==> src/rtl/tjmono2_rx_stream_filter.sv <==
// tjmono2_rx_stream_filter
//   Sits behind the TJ-Monopix2 RX core's 32-bit output FIFO (same clock as
//   the bus). It pops words with the FIFO's one-cycle read latency and can
//   drop words that match a pattern/mask. It can stop after a programmable
//   number of reads. Surviving words go out on a valid/ready stream through
//   a 2-entry skid buffer.
//
// Ports
//   BUS_CLK, RST         clock, synchronous active-high reset
//   BUS_ADD/DATA_IN/WR/RD basil-style 8-bit register bus
//   BUS_DATA_OUT         registered read data (only updated on BUS_RD)
//   RX_FIFO_EMPTY/READ   RX FIFO handshake; data is valid the cycle after READ
//   RX_FIFO_DATA         {identifier[3:0], FE_DATA[27:0]}
//   OUT_DATA/VALID/READY forwarded word stream
//   LIMIT_REACHED        READ_CNT has reached LIMIT while LIMIT_EN is set
//
// Register map
//   0 VERSION (R) / soft reset (W)    1 CTRL {CLR_CNT,4'b0,LIMIT_EN,FILTER_EN,EN}
//   2-5 PATTERN[27:0]   6-9 MASK[27:0]   10-13 LIMIT[31:0]
//   14-17 READ_CNT  18-21 FWD_CNT  22-23 DROP_CNT (low byte read latches all)
module tjmono2_rx_stream_filter #(
  parameter int unsigned ABUSWIDTH = 16,
  parameter int unsigned VERSION   = 1
) (
  input  logic                 BUS_CLK,
  input  logic                 RST,
  input  logic [ABUSWIDTH-1:0] BUS_ADD,
  input  logic [7:0]           BUS_DATA_IN,
  output logic [7:0]           BUS_DATA_OUT,
  input  logic                 BUS_WR,
  input  logic                 BUS_RD,
  input  logic                 RX_FIFO_EMPTY,
  output logic                 RX_FIFO_READ,
  input  logic [31:0]          RX_FIFO_DATA,
  output logic [31:0]          OUT_DATA,
  output logic                 OUT_VALID,
  input  logic                 OUT_READY,
  output logic                 LIMIT_REACHED
);
  localparam logic [7:0] VERSION_B = 8'(VERSION);

  logic             en_q, en_d, filter_en_q, filter_en_d, limit_en_q, limit_en_d;
  logic [27:0]      pattern_q, pattern_d, mask_q, mask_d;
  logic [31:0]      limit_q, limit_d;
  logic [31:0]      read_cnt_q, read_cnt_d, fwd_cnt_q, fwd_cnt_d;
  logic [15:0]      drop_cnt_q, drop_cnt_d;
  logic [31:0]      read_lat_q, read_lat_d, fwd_lat_q, fwd_lat_d;
  logic [15:0]      drop_lat_q, drop_lat_d;
  logic [1:0][31:0] mem_q, mem_d;
  logic             wr_ptr_q, wr_ptr_d, rd_ptr_q, rd_ptr_d;
  logic [1:0]       occ_q, occ_d;
  logic             inflight_q, inflight_d;
  logic [7:0]       bus_data_out_q, bus_data_out_d;

  logic       irst, reg_hit, pop, rd_room, filt_hit, drop, push, clr_cnt;
  logic [4:0] reg_sel;
  logic [1:0] occ_eff;

  // Writing address 0 is a soft reset with the same reach as RST.
  assign irst    = RST | (BUS_WR & (BUS_ADD == '0));
  assign reg_hit = BUS_ADD < ABUSWIDTH'(24);
  assign reg_sel = BUS_ADD[4:0];

  assign OUT_VALID     = (occ_q != 2'd0);
  assign OUT_DATA      = mem_q[rd_ptr_q];
  assign LIMIT_REACHED = limit_en_q & (read_cnt_q >= limit_q);
  assign BUS_DATA_OUT  = bus_data_out_q;

  // Buffer slots still free after this cycle's pop. The in-flight word and
  // the word we are about to request must both fit, so the buffer can never
  // overflow. This still allows one read per cycle in steady state.
  assign pop     = OUT_VALID & OUT_READY;
  assign occ_eff = occ_q - {1'b0, pop};
  assign rd_room = ({1'b0, occ_eff} + {2'b0, inflight_q}) < 3'd2;
  assign RX_FIFO_READ = en_q & ~RX_FIFO_EMPTY & ~LIMIT_REACHED & rd_room & ~irst;

  // The word returning from last cycle's read is either dropped or buffered.
  // With MASK=0 every word matches, so FILTER_EN then drops everything.
  assign filt_hit = (((RX_FIFO_DATA[27:0] ^ pattern_q) & mask_q) == 28'd0);
  assign drop     = inflight_q & filter_en_q & filt_hit;
  assign push     = inflight_q & ~(filter_en_q & filt_hit);
  assign clr_cnt  = BUS_WR & reg_hit & (reg_sel == 5'd1) & BUS_DATA_IN[7];

  always_comb begin
    en_d           = en_q;
    filter_en_d    = filter_en_q;
    limit_en_d     = limit_en_q;
    pattern_d      = pattern_q;
    mask_d         = mask_q;
    limit_d        = limit_q;
    read_lat_d     = read_lat_q;
    fwd_lat_d      = fwd_lat_q;
    drop_lat_d     = drop_lat_q;
    mem_d          = mem_q;
    wr_ptr_d       = wr_ptr_q;
    rd_ptr_d       = rd_ptr_q;
    bus_data_out_d = bus_data_out_q;
    inflight_d     = RX_FIFO_READ;

    // skid buffer
    if (push) begin
      mem_d[wr_ptr_q] = RX_FIFO_DATA;
      wr_ptr_d        = ~wr_ptr_q;
    end
    if (pop) rd_ptr_d = ~rd_ptr_q;
    occ_d = occ_q + {1'b0, push} - {1'b0, pop};

    // counters; a clear wins over a coincident increment
    read_cnt_d = read_cnt_q + {31'd0, RX_FIFO_READ};
    fwd_cnt_d  = fwd_cnt_q + {31'd0, pop};
    drop_cnt_d = drop_cnt_q;
    if (drop && drop_cnt_q != 16'hFFFF) drop_cnt_d = drop_cnt_q + 16'd1;
    if (clr_cnt) begin
      read_cnt_d = '0;
      fwd_cnt_d  = '0;
      drop_cnt_d = '0;
    end

    // register writes (bits [31:28] of PATTERN/MASK do not exist)
    if (BUS_WR && reg_hit) begin
      case (reg_sel)
        5'd1: begin
          en_d        = BUS_DATA_IN[0];
          filter_en_d = BUS_DATA_IN[1];
          limit_en_d  = BUS_DATA_IN[2];
        end
        5'd2:  pattern_d[7:0]   = BUS_DATA_IN;
        5'd3:  pattern_d[15:8]  = BUS_DATA_IN;
        5'd4:  pattern_d[23:16] = BUS_DATA_IN;
        5'd5:  pattern_d[27:24] = BUS_DATA_IN[3:0];
        5'd6:  mask_d[7:0]      = BUS_DATA_IN;
        5'd7:  mask_d[15:8]     = BUS_DATA_IN;
        5'd8:  mask_d[23:16]    = BUS_DATA_IN;
        5'd9:  mask_d[27:24]    = BUS_DATA_IN[3:0];
        5'd10: limit_d[7:0]     = BUS_DATA_IN;
        5'd11: limit_d[15:8]    = BUS_DATA_IN;
        5'd12: limit_d[23:16]   = BUS_DATA_IN;
        5'd13: limit_d[31:24]   = BUS_DATA_IN;
        default: ;
      endcase
    end

    // Register reads. The low-byte read of a counter snapshots the whole
    // counter, so the higher bytes read afterwards belong to the same value.
    if (BUS_RD) begin
      bus_data_out_d = 8'h00;
      if (reg_hit) begin
        case (reg_sel)
          5'd0:  bus_data_out_d = VERSION_B;
          5'd1:  bus_data_out_d = {5'd0, limit_en_q, filter_en_q, en_q};
          5'd2:  bus_data_out_d = pattern_q[7:0];
          5'd3:  bus_data_out_d = pattern_q[15:8];
          5'd4:  bus_data_out_d = pattern_q[23:16];
          5'd5:  bus_data_out_d = {4'd0, pattern_q[27:24]};
          5'd6:  bus_data_out_d = mask_q[7:0];
          5'd7:  bus_data_out_d = mask_q[15:8];
          5'd8:  bus_data_out_d = mask_q[23:16];
          5'd9:  bus_data_out_d = {4'd0, mask_q[27:24]};
          5'd10: bus_data_out_d = limit_q[7:0];
          5'd11: bus_data_out_d = limit_q[15:8];
          5'd12: bus_data_out_d = limit_q[23:16];
          5'd13: bus_data_out_d = limit_q[31:24];
          5'd14: begin
            bus_data_out_d = read_cnt_q[7:0];
            read_lat_d     = read_cnt_q;
          end
          5'd15: bus_data_out_d = read_lat_q[15:8];
          5'd16: bus_data_out_d = read_lat_q[23:16];
          5'd17: bus_data_out_d = read_lat_q[31:24];
          5'd18: begin
            bus_data_out_d = fwd_cnt_q[7:0];
            fwd_lat_d      = fwd_cnt_q;
          end
          5'd19: bus_data_out_d = fwd_lat_q[15:8];
          5'd20: bus_data_out_d = fwd_lat_q[23:16];
          5'd21: bus_data_out_d = fwd_lat_q[31:24];
          5'd22: begin
            bus_data_out_d = drop_cnt_q[7:0];
            drop_lat_d     = drop_cnt_q;
          end
          5'd23: bus_data_out_d = drop_lat_q[15:8];
          default: bus_data_out_d = 8'h00;
        endcase
      end
    end

    // Reset clears everything except the bus read register. Clearing
    // inflight and the buffer discards a word returning from a read issued
    // just before the reset.
    if (irst) begin
      en_d        = 1'b0;
      filter_en_d = 1'b0;
      limit_en_d  = 1'b0;
      pattern_d   = '0;
      mask_d      = '0;
      limit_d     = '0;
      read_cnt_d  = '0;
      fwd_cnt_d   = '0;
      drop_cnt_d  = '0;
      read_lat_d  = '0;
      fwd_lat_d   = '0;
      drop_lat_d  = '0;
      mem_d       = '0;
      wr_ptr_d    = 1'b0;
      rd_ptr_d    = 1'b0;
      occ_d       = '0;
      inflight_d  = 1'b0;
    end
  end

  always_ff @(posedge BUS_CLK) begin
    en_q           <= en_d;
    filter_en_q    <= filter_en_d;
    limit_en_q     <= limit_en_d;
    pattern_q      <= pattern_d;
    mask_q         <= mask_d;
    limit_q        <= limit_d;
    read_cnt_q     <= read_cnt_d;
    fwd_cnt_q      <= fwd_cnt_d;
    drop_cnt_q     <= drop_cnt_d;
    read_lat_q     <= read_lat_d;
    fwd_lat_q      <= fwd_lat_d;
    drop_lat_q     <= drop_lat_d;
    mem_q          <= mem_d;
    wr_ptr_q       <= wr_ptr_d;
    rd_ptr_q       <= rd_ptr_d;
    occ_q          <= occ_d;
    inflight_q     <= inflight_d;
    bus_data_out_q <= bus_data_out_d;
  end

endmodule
==> config.mk <==
export PLATFORM = sky130hd
export DESIGN_NAME = tjmono2_rx_stream_filter
export DESIGN_NICKNAME = d
export VERILOG_FILES = /design/src/rtl/tjmono2_rx_stream_filter.sv
export SDC_FILE = /design/constraint.sdc
export NUM_CORES = 1
export LEC_CHECK = 0
export BUFFER_PORTS_ARGS = -buffer_cell sky130_fd_sc_hd__buf_2
export CAP_MARGIN = 20
export CORE_UTILIZATION = 50
export CTS_CLUSTER_SIZE = 20
export DETAILED_ROUTE_END_ITERATION = 7
export GPL_ROUTABILITY_DRIVEN = 1
export GPL_TIMING_DRIVEN = 0
export PLACE_DENSITY_LB_ADDON = 0.15
export SYNTH_ARGS = -nofsm -noshare
export SYNTH_HDL_FRONTEND = slang
export SYNTH_SLANG_ARGS = --single-unit
export TNS_END_PERCENT = 5
==> constraint.sdc <==
create_clock -name BUS_CLK -period 4.2 [get_ports BUS_CLK]
set_clock_uncertainty 0.2 [all_clocks]
set_input_delay 0.42 -clock BUS_CLK [delete_from_list [all_inputs] [get_ports BUS_CLK]]
set_output_delay 0.42 -clock BUS_CLK [all_outputs]
set_load 0.05 [all_outputs]
* Yosys cells after proc, flatten, opt, wreduce, memory -nomap -nowiden
Cells that the tools add are included.
** Storage, ports and cells
- Input port bits :: 62
- Logic and storage cells :: 118
- Output and inout bits :: 43
- Register bits :: 328
** Operators by class
- Multiplexer cells :: 6
- $lt $le $gt $ge :: 6
- Reduce and logical (&&, ||, !) cells :: 24
- Bitwise operators :: 23
- Equal/unequal tests :: 24
- Add/subtract/negate cells :: 7
** Operator list (number)
- 8-bit one-hot mux with 24 select lines :: 1
- 32-bit 2-to-1 mux :: 3
- 32-bit by 1-bit adder with 32-bit output :: 2
- 64-bit bitwise mux :: 1
- 5-bit by 4-bit equality test with 1-bit output, second input constant :: 8
- 5-bit equality test, second input constant :: 8
- 32-bit demux with 1-bit select :: 1
- 32-bit >= comparator :: 1
- 28-bit AND :: 1
- 28-bit zero test :: 1
- 28-bit bitwise XOR :: 1
- 2-bit AND reduction :: 13
- 5-bit by 3-bit equality test with 1-bit output, second input constant :: 4
- 16-bit by 1-bit adder with 16-bit output, second input constant :: 1
- 16-bit zero test :: 1
- 16-bit by 5-bit < comparator with 1-bit output, second input constant :: 1
- 16-bit != test, second input constant :: 1
- 1-bit AND :: 14
- 5-bit by 2-bit equality test with 1-bit output, second input constant :: 2
- 3-bit AND reduction :: 3
- 1-bit NOT :: 6
- 5-bit by 1-bit equality test with 1-bit output, second input constant :: 1
- 5-bit zero test :: 1
- 1-bit by 2-bit < comparator with 1-bit output, second input constant :: 2
- 9 further kinds :: 12

* Longest topological paths before layout
Gate-level depths: netlist of the first run.
- Depth after elaboration :: 8
- Gate-level depth with buffers :: 16
- Depth with buffers taken out :: 16

* Least setup slack after synthesis of the first run
No wires, ideal clock.
- Path kind :: register -> register
- Start :: reg occ_q[1]
- End :: reg read_cnt_q[26]
- Data required time :: 3930 ps
- Stages on the path, launching flop included :: 14
- Arrival :: 4066 ps
- Setup time :: 70 ps
- Buffers on the path :: 0
- Path slack :: -135 ps
- Clock period less this slack :: 4335 ps
- Cell sequence :: dfxtp_1 > or2_2 > and2_1 > ha_1 > nor2b_1 > nor4b_1 > and4_1 > ha_1 > ha_1 > nand4_1 > or3_1 > or3_1 > or3_1 > a21oi_1
** On the way
- Cells in the longest elaborated chain, start to end :: 8
** RTL lines
- start, declared :: RTL line 51 : logic [1:0] occ_q, occ_d;
- start signal, assigned :: RTL line 227 : occ_q <= occ_d;
- 2-bit nonzero test :: RTL line 64 : assign OUT_VALID = (occ_q != 2'd0);
- named net OUT_VALID :: RTL line 36 : output logic OUT_VALID,
- 1-bit AND :: RTL line 72 : assign pop = OUT_VALID & OUT_READY;
- named net pop :: RTL line 55 : logic irst, reg_hit, pop, rd_room, filt_hit, drop, push, clr_cnt;
- 2-bit by 1-bit subtractor with 2-bit output :: RTL line 73 : assign occ_eff = occ_q - {1'b0, pop};
- 2-bit by 1-bit adder with 3-bit output :: RTL line 74 : assign rd_room = ({1'b0, occ_eff} + {2'b0, inflight_q}) < 3'd2;
- 3-bit by 2-bit < comparator with 1-bit output :: RTL line 74
- 1-bit AND (2 in a row) :: RTL line 75 : assign RX_FIFO_READ = en_q & ~RX_FIFO_EMPTY & ~LIMIT_REACHED & rd_room & ~irst;
- named net RX_FIFO_READ :: RTL line 33 : output logic RX_FIFO_READ,
- 32-bit by 1-bit adder with 32-bit output :: RTL line 109 : read_cnt_d = read_cnt_q + {31'd0, RX_FIFO_READ};
- end signal, assigned :: RTL line 218 : read_cnt_q <= read_cnt_d;
- end, declared :: RTL line 45 : logic [31:0] read_cnt_q, read_cnt_d, fwd_cnt_q, fwd_cnt_d;
The timed path passes the listed nets, and every way through them passes these cells.
A chain may end at the register's enable or synchronous reset.

* Final worst setup path of the first run
- Start :: reg limit_q[13]
- End :: reg read_cnt_q[26]
** On the way
- Cells in the longest elaborated chain, start to end :: 7
** RTL lines
- start, declared :: RTL line 44 : logic [31:0] limit_q, limit_d;
- start signal, assigned :: RTL line 217 : limit_q <= limit_d;
- 32-bit >= comparator :: RTL line 66 : assign LIMIT_REACHED = limit_en_q & (read_cnt_q >= limit_q);
- 1-bit AND :: RTL line 66
- 1-bit NOT :: RTL line 75
- 1-bit AND (3 in a row) :: RTL line 75
- 32-bit by 1-bit adder with 32-bit output :: RTL line 109
Every way passes these cells.

==> flow_metrics.tcl, run 1 <==
set metrics [dict create \
    firstDrtPassIters 6 \
    r2r_cells 15 \
    timing.reg2reg.setup_slack_ps 70 \
    first_pass_grt_wire_length_um 78300 \
    ctsLongestPathBuffers 3 \
    crit_path_start_kind "flip-flop" \
    hold_start "RX_FIFO_DATA[10]" \
    die_outline_area_mm2 0.0302 \
    cts_tree "built" \
    grt_pass1_vias 13100 \
    post-dp-hpwl_um 38700 \
    clock_sink_count 304 \
    post-route-min-period_ps 4130 \
    fin_crit_sh 0.982 \
    worstPathRequired_ps 4450 \
    synth_warn 0 \
    r2r_start "limit_q[13]$_SDFFE_PP0P_" \
    grt_overflow 0 \
    max_freq_ghz 0.242 \
    final_cells 2326 \
    total_leakage_power_nw 6.40 \
    status "finished, final reports clean" \
    die_w_um 174 \
    grt_setup_unrepaired "yes" \
    worst-endpoint-arrival_ps 4380 \
    placed_cells 2245 \
    timing.critical_path.buf_inv 1 \
    initial_antenna_violation_count 1 \
    synth-edff-count 8 \
    ant_nets 0 \
    detail_route.drc_violations 0 \
    timing.critical_path.fanout_max 5 \
    hold_depth 3 \
    slew_viol_final 0 \
    path_delay_family "simple AND/OR/NAND/NOR gates" \
    routed_wl_um 51200 \
    cp-startpoint "limit_q[13]$_SDFFE_PP0P_" \
    final-setup-viol-count 0 \
    core_region_area_mm2 0.0289 \
    highest_ir_drop_seen_on_vdd_mv 0.267 \
    critical_path_cell_count 15 \
    floorplan.rows 62 \
    synth.avg_cell_area_um2 8.38 \
    port_buffers 101 \
    slew_headroom 0.259 \
    vias_per_cell 5.89 \
    syn2layout_area_growth_pct 15.8 \
    r2r_end "read_cnt_q[26]$_SDFF_PP0_" \
    grt_use_total 0.337 \
    cts_buffers 34 \
    cp_slowest_stage_delay_ps 380 \
    ys_ff_latch 304 \
    fraction_of_final_layout_cells_with_drive_strength_greater_than_1 0.133 \
    synthesis.area_mm2 0.0147 \
    initial_utilization 0.511 \
    cellPowerDensity_mw_per_mm2 356 \
    clkTransAtPathRegs_ps 60 \
    hold_viol 0 \
    setup.worst_path.class "flip-flop to flip-flop" \
    clk_root_buf "sky130_fd_sc_hd__clkbuf_16" \
    hold_path_class "input port to flip-flop" \
    h-tree-depth 2 \
    gpl.final_weighted_congestion 1.04 \
    fin_total_pwr_mw 6.08 \
    yosysUniqueCellTypes 68 \
    grt_max_degree 14 \
    dr_total_vias 13700 \
    post_syn_nets 1862 \
    drv.max_cap_violation_count 0 \
    synth_flop_cell "sky130_fd_sc_hd__dfxtp_1" \
    clock_latency_ps 530 \
    critical_path.endpoint_type "flip-flop" \
    ios 105 \
    wl_per_cell_um 22.0 \
    chipHeight_um 174 \
    critPathSlowestCell "sky130_fd_sc_hd__or3_4" \
    nNetsFinal 2020 \
    totalNegativeSetupSlack_ps 0 \
    syn-instance-count 1760 \
    detail_route.iter0.violations 1200 \
    synthArstFlopShare 0 \
    tightest_slew_ps 1100 \
    critical_path.cell_chain "inv_1 > ha_1 > a21o_1 > a21o_1 > a221oi_2 > o211ai_1 > a22oi_2 > and4_4 > ha_2 > ha_4 > nand4_1 > or3_4 > or3_4 > or3_1 > a21oi_1" \
    timing.critical_path.to "read_cnt_q[26]$_SDFF_PP0_" \
    synth_seq_area_share 0.418 \
]
==> logic make-up (layout without fill, tap and decap cells) <==
group,count (synthesis),after routing,synth area share
XOR/XNOR,85,85,0.0505
adder cells (fa/ha/maj),40,40,0.0339
AND/OR/NAND/NOR,756,756,0.239
flip-flops,304,304,0.418
other,0,1,0
buffers and inverters,144,325,0.0418
multiplexers,124,124,0.0881
AO/OA/AOI/OAI,307,307,0.128
==> metal layers <==
metal	share of wire	track usage	routed length (um)	vias up
met5	0	0	0	-
li1	-	-	-	6416
met2	0.44	0.535	22800	631
met3	0.078	0.0493	3990	142
met4	0.059	0.185	3020	0
met1	0.42	0.440	21400	6500
==> placed cells by master, fill, tap and decap left out, types with 29 or more instances in the layout <==
master / instances
sky130_fd_sc_hd__a21oi_1: 166
sky130_fd_sc_hd__a22oi_1: 49
sky130_fd_sc_hd__buf_2: 113
sky130_fd_sc_hd__clkbuf_1: 72
sky130_fd_sc_hd__clkbuf_16: 34
sky130_fd_sc_hd__dfxtp_1: 294
sky130_fd_sc_hd__ha_1: 38
sky130_fd_sc_hd__inv_1: 49
sky130_fd_sc_hd__mux2_2: 36
sky130_fd_sc_hd__mux2i_1: 87
sky130_fd_sc_hd__nand2_1: 419
sky130_fd_sc_hd__nand3_1: 55
sky130_fd_sc_hd__nand4_1: 29
sky130_fd_sc_hd__nor2_1: 110
sky130_fd_sc_hd__xnor2_1: 29
sky130_fd_sc_hd__xor2_1: 56
==> registers in the layout, summed over array words and instances (netlist names), 2 cells and up <==
| signal | flops |
|---|---|
| pattern_q | 28 |
| read_cnt_q | 32 |
| drop_cnt_q | 16 |
| BUS_DATA_OUT | 8 |
| fwd_lat_q | 24 |
| occ_q | 2 |
| limit_q | 32 |
| fwd_cnt_q | 32 |
| mask_q | 28 |
| read_lat_q | 24 |
| mem_q | 64 |
| drop_lat_q | 8 |
==> worst min-delay path: stages <==
cell	delay, ps
sky130_fd_sc_hd__buf_2	120
sky130_fd_sc_hd__nand2_1	80
sky130_fd_sc_hd__mux2i_1	60
==> where the power goes <==
group | internal [mW] | total (mW) | switching (mW) | leakage, nW
Sequential | 2.90 | 2.90 | 0.000634 | 2.47
Combinational | 0.0719 | 0.279 | 0.207 | 3.40
Clock | 1.67 | 2.90 | 1.23 | 0.526
==> final cells by class <==
class                           count  area (um2)
Antenna cell                        1        2.50
Buffer                             95         434
Clock buffer                       43         915
Clock inverter                     16         149
Fill cell                        2638       11800
Inverter                           49         184
Multi-Input combinational cell   1312        8040
Sequential cell                   304        6170
Tap cell                          384         480
Timing Repair Buffer              122         708
==> worst min-delay path by stage <==
stage	endpoint	slack (ps)
4_1_cts	mem_q[42]$_SDFFE_PP0P_	2
5_1_grt	mem_q[28]$_SDFFE_PP0P_	20
3_3_place_gp	limit_q[16]$_SDFFE_PP0P_	240
3_5_place_dp	mem_q[3]$_SDFFE_PP0P_	250
6_report	mem_q[42]$_SDFFE_PP0P_	7
2_1_floorplan	read_lat_q[17]$_SDFFE_PP0P_	230
==> Yosys cell counts (20+ instances only) <==
master | n | area share
sky130_fd_sc_hd__inv_1 | 49 | 0.012
sky130_fd_sc_hd__xnor2_1 | 29 | 0.017
sky130_fd_sc_hd__clkbuf_1 | 68 | 0.017
sky130_fd_sc_hd__a22oi_1 | 50 | 0.025
sky130_fd_sc_hd__a21oi_1 | 166 | 0.056
sky130_fd_sc_hd__ha_1 | 40 | 0.034
sky130_fd_sc_hd__nor3_1 | 20 | 0.0068
sky130_fd_sc_hd__nor2_1 | 110 | 0.028
sky130_fd_sc_hd__nand3_1 | 55 | 0.019
sky130_fd_sc_hd__mux2_2 | 36 | 0.027
sky130_fd_sc_hd__nand2_1 | 419 | 0.11
sky130_fd_sc_hd__or3_1 | 21 | 0.0089
sky130_fd_sc_hd__nand4_1 | 29 | 0.012
sky130_fd_sc_hd__xor2_1 | 56 | 0.033
sky130_fd_sc_hd__dfxtp_1 | 296 | 0.40
sky130_fd_sc_hd__mux2i_1 | 87 | 0.059
==> stage by stage <==
step | utilization | instance area, um2 | setup WS (ps) | hold slack, ps
finish | 0.592 | 17100 | 74.2 | 6.77
global route | 0.592 | 17100 | -124 | 15.2
CTS | 0.591 | 17100 | 39.2 | 1.56
detailed placement | 0.545 | 15700 | -1030 | 248
global placement | 0.545 | 15700 | -998 | 239
floorplan | - | 14700 | 5.50 | 232
==> repair_timing <==
action                                  CTS  global route
pin swaps                                 5             1
hold endpoints to repair                 31             0
gates resized for setup                  12             6
cloned                                    0             0
setup buffers                             3             0
endpoints found under the setup margin   15             9
hold buffers                             18             0
Note: power is estimated with default switching activity, not from simulation.
==> run 2, diff against run 1 <==
RECOVER_POWER = 100   (was unset)
==> run 2 against run 1 <==
Sequential power about the same. Hold slack worse by 1.0 ps. Cell count barely moved. Design area fell by 0.54%. Worst setup slack hardly changed. Power about the same. Non-clock buffer count stayed put. Fmax is essentially flat. Critical path depth unchanged.
==> flow_metrics.tcl, run 2 (synthesized netlist as in run 1, its figures left out) <==
set metrics [dict create \
    status "finished, final reports clean" \
    grt_max_degree 14 \
    power.share.sequential 0.477 \
    path_delay_family "simple AND/OR/NAND/NOR gates" \
    highest_ir_drop_seen_on_vdd_mv 0.271 \
    cp-startpoint "limit_q[13]$_SDFFE_PP0P_" \
    clock_latency_ps 530 \
    critical_path.endpoint_type "flip-flop" \
    layout.cells.most_common_list "sky130_fd_sc_hd__nand2_1 (419), sky130_fd_sc_hd__dfxtp_1 (294), sky130_fd_sc_hd__a21oi_1 (167), sky130_fd_sc_hd__clkbuf_1 (124), sky130_fd_sc_hd__nor2_1 (110)" \
    routed_wl_um 51300 \
    dpl_cell_area_mm2 0.0157 \
    gpl.final_weighted_congestion 1.04 \
    worstPathRequired_ps 4460 \
    final_cells 2327 \
    largest-register "mem_q" \
    grt_use_total 0.337 \
    chipHeight_um 174 \
    slew_viol_final 0 \
    placed_cells 2245 \
    timing.critical_path.fanout_max 5 \
    timing.critical_path.to "read_cnt_q[26]$_SDFF_PP0_" \
    post-route-min-period_ps 4130 \
    clock_sink_count 304 \
    port_buffers 101 \
    max_freq_ghz 0.242 \
    setup.worst_path.class "flip-flop to flip-flop" \
    largest_register_ff_count 64 \
    fin_total_pwr_mw 6.08 \
    grt_pass1_vias 13100 \
    drv.max_cap_violation_count 0 \
    slew_headroom 0.260 \
    first_pass_grt_wire_length_um 78300 \
    cp_slowest_stage_delay_ps 380 \
    totalNegativeSetupSlack_ps 0 \
    grt_overflow 0 \
    fin_crit_sh 0.982 \
    h-tree-depth 2 \
    r2r_end "read_cnt_q[26]$_SDFF_PP0_" \
    r2r_cells 15 \
    dr_total_vias 13700 \
    cellInternalPower_mw 4.64 \
    clkPwrFrac 0.477 \
    wl_per_cell_um 22.0 \
    critPathSlowestCell "sky130_fd_sc_hd__or3_4" \
    syn2layout_area_growth_pct 15.2 \
    cts_tree "built" \
    comb_power_share 0.046 \
    grt_setup_unrepaired "yes" \
    clk_root_buf "sky130_fd_sc_hd__clkbuf_16" \
    floorplan.rows 62 \
    power_switching_mw 1.44 \
    final_common_cell "sky130_fd_sc_hd__nand2_1" \
    ios 105 \
    worst_hold_slack_ps 5.76 \
    detail_route.iter0.violations 1189 \
    hold_viol 0 \
    fraction_of_final_layout_cells_with_drive_strength_greater_than_1 0.106 \
    power_switching_share 0.236 \
    final-setup-viol-count 0 \
    post-dp-hpwl_um 38700 \
    critical_path_cell_count 15 \
    initial_utilization 0.511 \
    tightest_slew_ps 1080 \
    cts_buffers 34 \
    clkTransAtPathRegs_ps 60 \
    die_outline_area_mm2 0.0302 \
    nNetsFinal 2020 \
    timing.critical_path.buf_inv 1 \
    firstDrtPassIters 7 \
    ctsLongestPathBuffers 3 \
    cellPowerDensity_mw_per_mm2 358 \
    ant_nets 0 \
    final.fill_count 2669 \
    final_cell_area_mm2 0.0170 \
    worst-endpoint-arrival_ps 4380 \
    die_w_um 174 \
    timing.reg2reg.setup_slack_ps 70 \
    critical_path.cell_chain "inv_1 > ha_1 > a21o_1 > a21o_1 > a221oi_2 > o211ai_1 > a22oi_2 > and4_4 > ha_2 > ha_4 > nand4_1 > or3_4 > or3_4 > or3_1 > a21oi_1" \
    hold_path_class "input port to flip-flop" \
    core_region_area_mm2 0.0289 \
    total_leakage_power_nw 6.18 \
    detail_route.drc_violations 0 \
    r2r_start "limit_q[13]$_SDFFE_PP0P_" \
    initial_antenna_violation_count 1 \
    vias_per_cell 5.90 \
    crit_path_start_kind "flip-flop" \
]
run 2: cell types whose count changed in the layout (fill, tap and decap cells not counted), sizes merged:
| cell | change |
|---|---|
| buf | -52 |
| diode | +1 |
| clkbuf | +52 |
run 2: worst min path at each step:
stage                                 from                     endpoint  slack, ps  cells after the start
2_1_floorplan  read_lat_q[17]$_SDFFE_PP0P_  read_lat_q[17]$_SDFFE_PP0P_        230                      2
3_3_place_gp      limit_q[16]$_SDFFE_PP0P_     limit_q[16]$_SDFFE_PP0P_        240                      2
3_5_place_dp         mem_q[3]$_SDFFE_PP0P_        mem_q[3]$_SDFFE_PP0P_        250                      2
4_1_cts                   RX_FIFO_DATA[10]       mem_q[42]$_SDFFE_PP0P_          2                      3
5_1_grt                   RX_FIFO_DATA[28]       mem_q[28]$_SDFFE_PP0P_         20                      3
6_report                   RX_FIFO_DATA[2]        mem_q[2]$_SDFFE_PP0P_          6                      3
run 2: what timing repair did:
item | CTS | global route
setup endpoints to repair | 15 | 9
hold buffers | 18 | 0
endpoints found under the hold margin | 31 | 0
pin swaps | 5 | 1
resized for setup | 12 | 6
buffers inserted | 3 | 0
run 2: layout make-up:
cell class              count  area, um2  share of cell area
multi-input cells        1312       8020               0.472
plain buffers              95        419              0.0247
clock inverters            16        149             0.00876
flip-flops and latches    304       6170               0.363
well taps                 384        480              0.0283
clock buffers              43        915              0.0538
diodes                      2       5.00            0.000295
repair buffers            122        652              0.0384
inverters                  49        184              0.0108
run 2: metrics by stage:
stage / utilization / setup slack (ps)
2_1_floorplan: - / 5.50
3_3_place_gp: 0.545 / -998
3_5_place_dp: 0.545 / -1030
4_1_cts: 0.591 / 39.2
5_1_grt: 0.588 / -124
6_report: 0.589 / 74.7
run 2: routing by layer:
| layer | track usage | routed length [um] |
|---|---|---|
| met5 | 0 | 0 |
| met4 | 0.185 | 3250 |
| met3 | 0.0493 | 4100 |
| met2 | 0.535 | 22600 |
| met1 | 0.440 | 21400 |
run 2: worst min-delay path: stages:
cell and delay [ps]:
sky130_fd_sc_hd__buf_2 130, sky130_fd_sc_hd__nand2_1 70, sky130_fd_sc_hd__mux2i_1 60
run 2: power by group through the flow:
stage          clock (mW)  sequential [mW]  combinational (mW)
2_1_floorplan           0             2.97               0.123
3_3_place_gp            0             2.96               0.258
3_5_place_dp            0             2.96               0.258
4_1_cts              2.92             2.90               0.273
5_1_grt              3.05             2.90               0.287
6_report             2.90             2.90               0.277
==> run 3, diff against run 2 <==
RECOVER_POWER = 50   (was 100)
==> run 3 against run 2 <==
Register-to-register slack about the same. Combinational power about the same. Highest routed layer unchanged. Critical path depth unchanged. Sequential cell count unchanged.
==> flow_metrics.tcl, run 3 (synthesized netlist as in run 1, its figures left out) <==
set metrics [dict create \
    status "finished, final reports clean" \
    clk_root_buf "sky130_fd_sc_hd__clkbuf_16" \
    ios 105 \
    cellPowerDensity_mw_per_mm2 357 \
    path_delay_family "simple AND/OR/NAND/NOR gates" \
    timing.critical_path.fanout_max 5 \
    highest_layer "met4" \
    power_switching_share 0.236 \
    clock_sink_count 304 \
    first_pass_grt_wire_length_um 78300 \
    grt_max_degree 14 \
    met3WireLength_um 3920 \
    tightest_slew_ps 1190 \
    met2_length_um 22700 \
    slew_headroom 0.188 \
    final_core_utilization 0.589 \
    routedLengthMet1_um 21600 \
    final_common_cell "sky130_fd_sc_hd__nand2_1" \
    max_freq_ghz 0.242 \
    post-route-min-period_ps 4130 \
    gpl.final_weighted_congestion 1.04 \
    hold_viol 0 \
    die_w_um 174 \
    core_region_area_mm2 0.0289 \
    wl_per_cell_um 22.1 \
    totalNegativeSetupSlack_ps 0 \
    fin_total_pwr_mw 6.08 \
    critPathSlowestCell "sky130_fd_sc_hd__dfxtp_1" \
    comb_power_share 0.046 \
    vias_per_cell 5.90 \
    clock_latency_ps 530 \
    final_cells 2327 \
    fin_crit_sh 0.984 \
    power.share.sequential 0.477 \
    power_switching_mw 1.44 \
    floorplan.rows 62 \
    ctsLongestPathBuffers 3 \
    drv.max_cap_violation_count 0 \
    cts_buffers 34 \
    ant_nets 0 \
    hold_path_class "input port to flip-flop" \
    highest_ir_drop_seen_on_vdd_mv 0.270 \
    largest-register "mem_q" \
    nNetsFinal 2020 \
    post-dp-hpwl_um 38700 \
    detail_route.iter0.violations 1234 \
    final-setup-viol-count 0 \
    total_leakage_power_nw 6.20 \
    critical_path.endpoint_type "flip-flop" \
    dr_total_vias 13700 \
    firstDrtPassIters 8 \
    port_buffers 101 \
    chipHeight_um 174 \
    timing.critical_path.buf_inv 1 \
    grt_use_total 0.337 \
    initial_antenna_violation_count 1 \
    worst_hold_slack_ps 2.07 \
    grt_pass1_vias 13100 \
    clkPwrFrac 0.477 \
    grt_setup_unrepaired "yes" \
    syn2layout_area_growth_pct 15.4 \
    detail_route.drc_violations 0 \
    layout.cells.most_common_list "sky130_fd_sc_hd__nand2_1 (419), sky130_fd_sc_hd__dfxtp_1 (294), sky130_fd_sc_hd__a21oi_1 (166), sky130_fd_sc_hd__clkbuf_1 (117), sky130_fd_sc_hd__nor2_1 (110)" \
    crit_path_start_kind "flip-flop" \
    setup.worst_path.class "flip-flop to flip-flop" \
    h-tree-depth 2 \
    largest_register_ff_count 64 \
    grt_overflow 0 \
    fraction_of_final_layout_cells_with_drive_strength_greater_than_1 0.110 \
    initial_utilization 0.511 \
    placed_cells 2245 \
    die_outline_area_mm2 0.0302 \
    cellInternalPower_mw 4.64 \
    cp_slowest_stage_delay_ps 460 \
    worstPathRequired_ps 4450 \
    routed_wl_um 51300 \
    cts_tree "built" \
    slew_viol_final 0 \
    worst-endpoint-arrival_ps 4380 \
    clkTransAtPathRegs_ps 60 \
    critical_path.cell_chain "inv_1 > ha_1 > a21o_1 > a21o_1 > a21oi_1 > o21ai_0 > a22oi_2 > and4_4 > ha_2 > ha_4 > nand4_1 > or3_4 > or3_4 > or3_1 > a21oi_1" \
]
==> run 3: cell count changes in the layout (fill, tap and decap cells not counted), sizes merged <==
cell and delta:
buf +7, clkbuf -7
==> run 3: per-stage QoR <==
step	worst slack, ps	instance area (um2)
after floorplan	5.50	14700
after global placement	-998	15700
after detailed placement	-1030	15700
after CTS	39.2	17100
after global routing	-124	17000
final	68.6	17000
==> run 3: what timing repair did <==
action,in CTS,in global routing
gates resized for setup,12,6
pin swaps,5,1
setup buffers,3,0
hold buffers,18,0
endpoints found under the hold margin,31,0
setup endpoints to repair,15,9
==> run 3: power groups by stage <==
stage | registers, mW | clock network (mW) | logic (mW)
after global placement | 2.96 | 0 | 0.258
after CTS | 2.90 | 2.92 | 0.273
after floorplan | 2.97 | 0 | 0.123
after global routing | 2.90 | 3.05 | 0.287
final | 2.90 | 2.90 | 0.278
after detailed placement | 2.96 | 0 | 0.258
==> run 3: path summary, 6_finish.rpt <==
| kind | start | end | slack [ps] | cells after the start |
|---|---|---|---|---|
| min reg2reg | mem_q[18]$_SDFFE_PP0P_ | mem_q[18]$_SDFFE_PP0P_ | 260 | 2 |
| min | RX_FIFO_DATA[2] | mem_q[2]$_SDFFE_PP0P_ | 2 | 3 |
| max reg2reg | limit_q[25]$_SDFFE_PP0P_ | read_cnt_q[26]$_SDFF_PP0_ | 70 | 15 |
| max | limit_q[25]$_SDFFE_PP0P_ | read_cnt_q[26]$_SDFF_PP0_ | 70 | 15 |
==> run 3: final cells by class <==
type | count | area (um2)
Antenna cell | 2 | 5.00
Buffer | 95 | 434
Clock buffer | 43 | 915
Clock inverter | 16 | 149
Fill cell | 2658 | 11900
Inverter | 49 | 184
Multi-Input combinational cell | 1312 | 8020
Sequential cell | 304 | 6170
Tap cell | 384 | 480
Timing Repair Buffer | 122 | 653
==> run 3: metal layers <==
layer	vias up	track usage
met1	6513	0.440
met2	631	0.535
met5	-	0
li1	6421	-
met4	0	0.185
met3	163	0.0493
==> run 3: worst reg2reg max path, stage by stage (launching register included) <==
cell	delay, ps
sky130_fd_sc_hd__dfxtp_1	460
sky130_fd_sc_hd__inv_1	80
sky130_fd_sc_hd__ha_1	310
sky130_fd_sc_hd__a21o_1	190
sky130_fd_sc_hd__a21o_1	170
sky130_fd_sc_hd__a21oi_1	140
sky130_fd_sc_hd__o21ai_0	180
sky130_fd_sc_hd__a22oi_2	350
sky130_fd_sc_hd__and4_4	290
sky130_fd_sc_hd__ha_2	220
sky130_fd_sc_hd__ha_4	150
sky130_fd_sc_hd__nand4_1	100
sky130_fd_sc_hd__or3_4	380
sky130_fd_sc_hd__or3_4	380
sky130_fd_sc_hd__or3_1	350
sky130_fd_sc_hd__a21oi_1	130
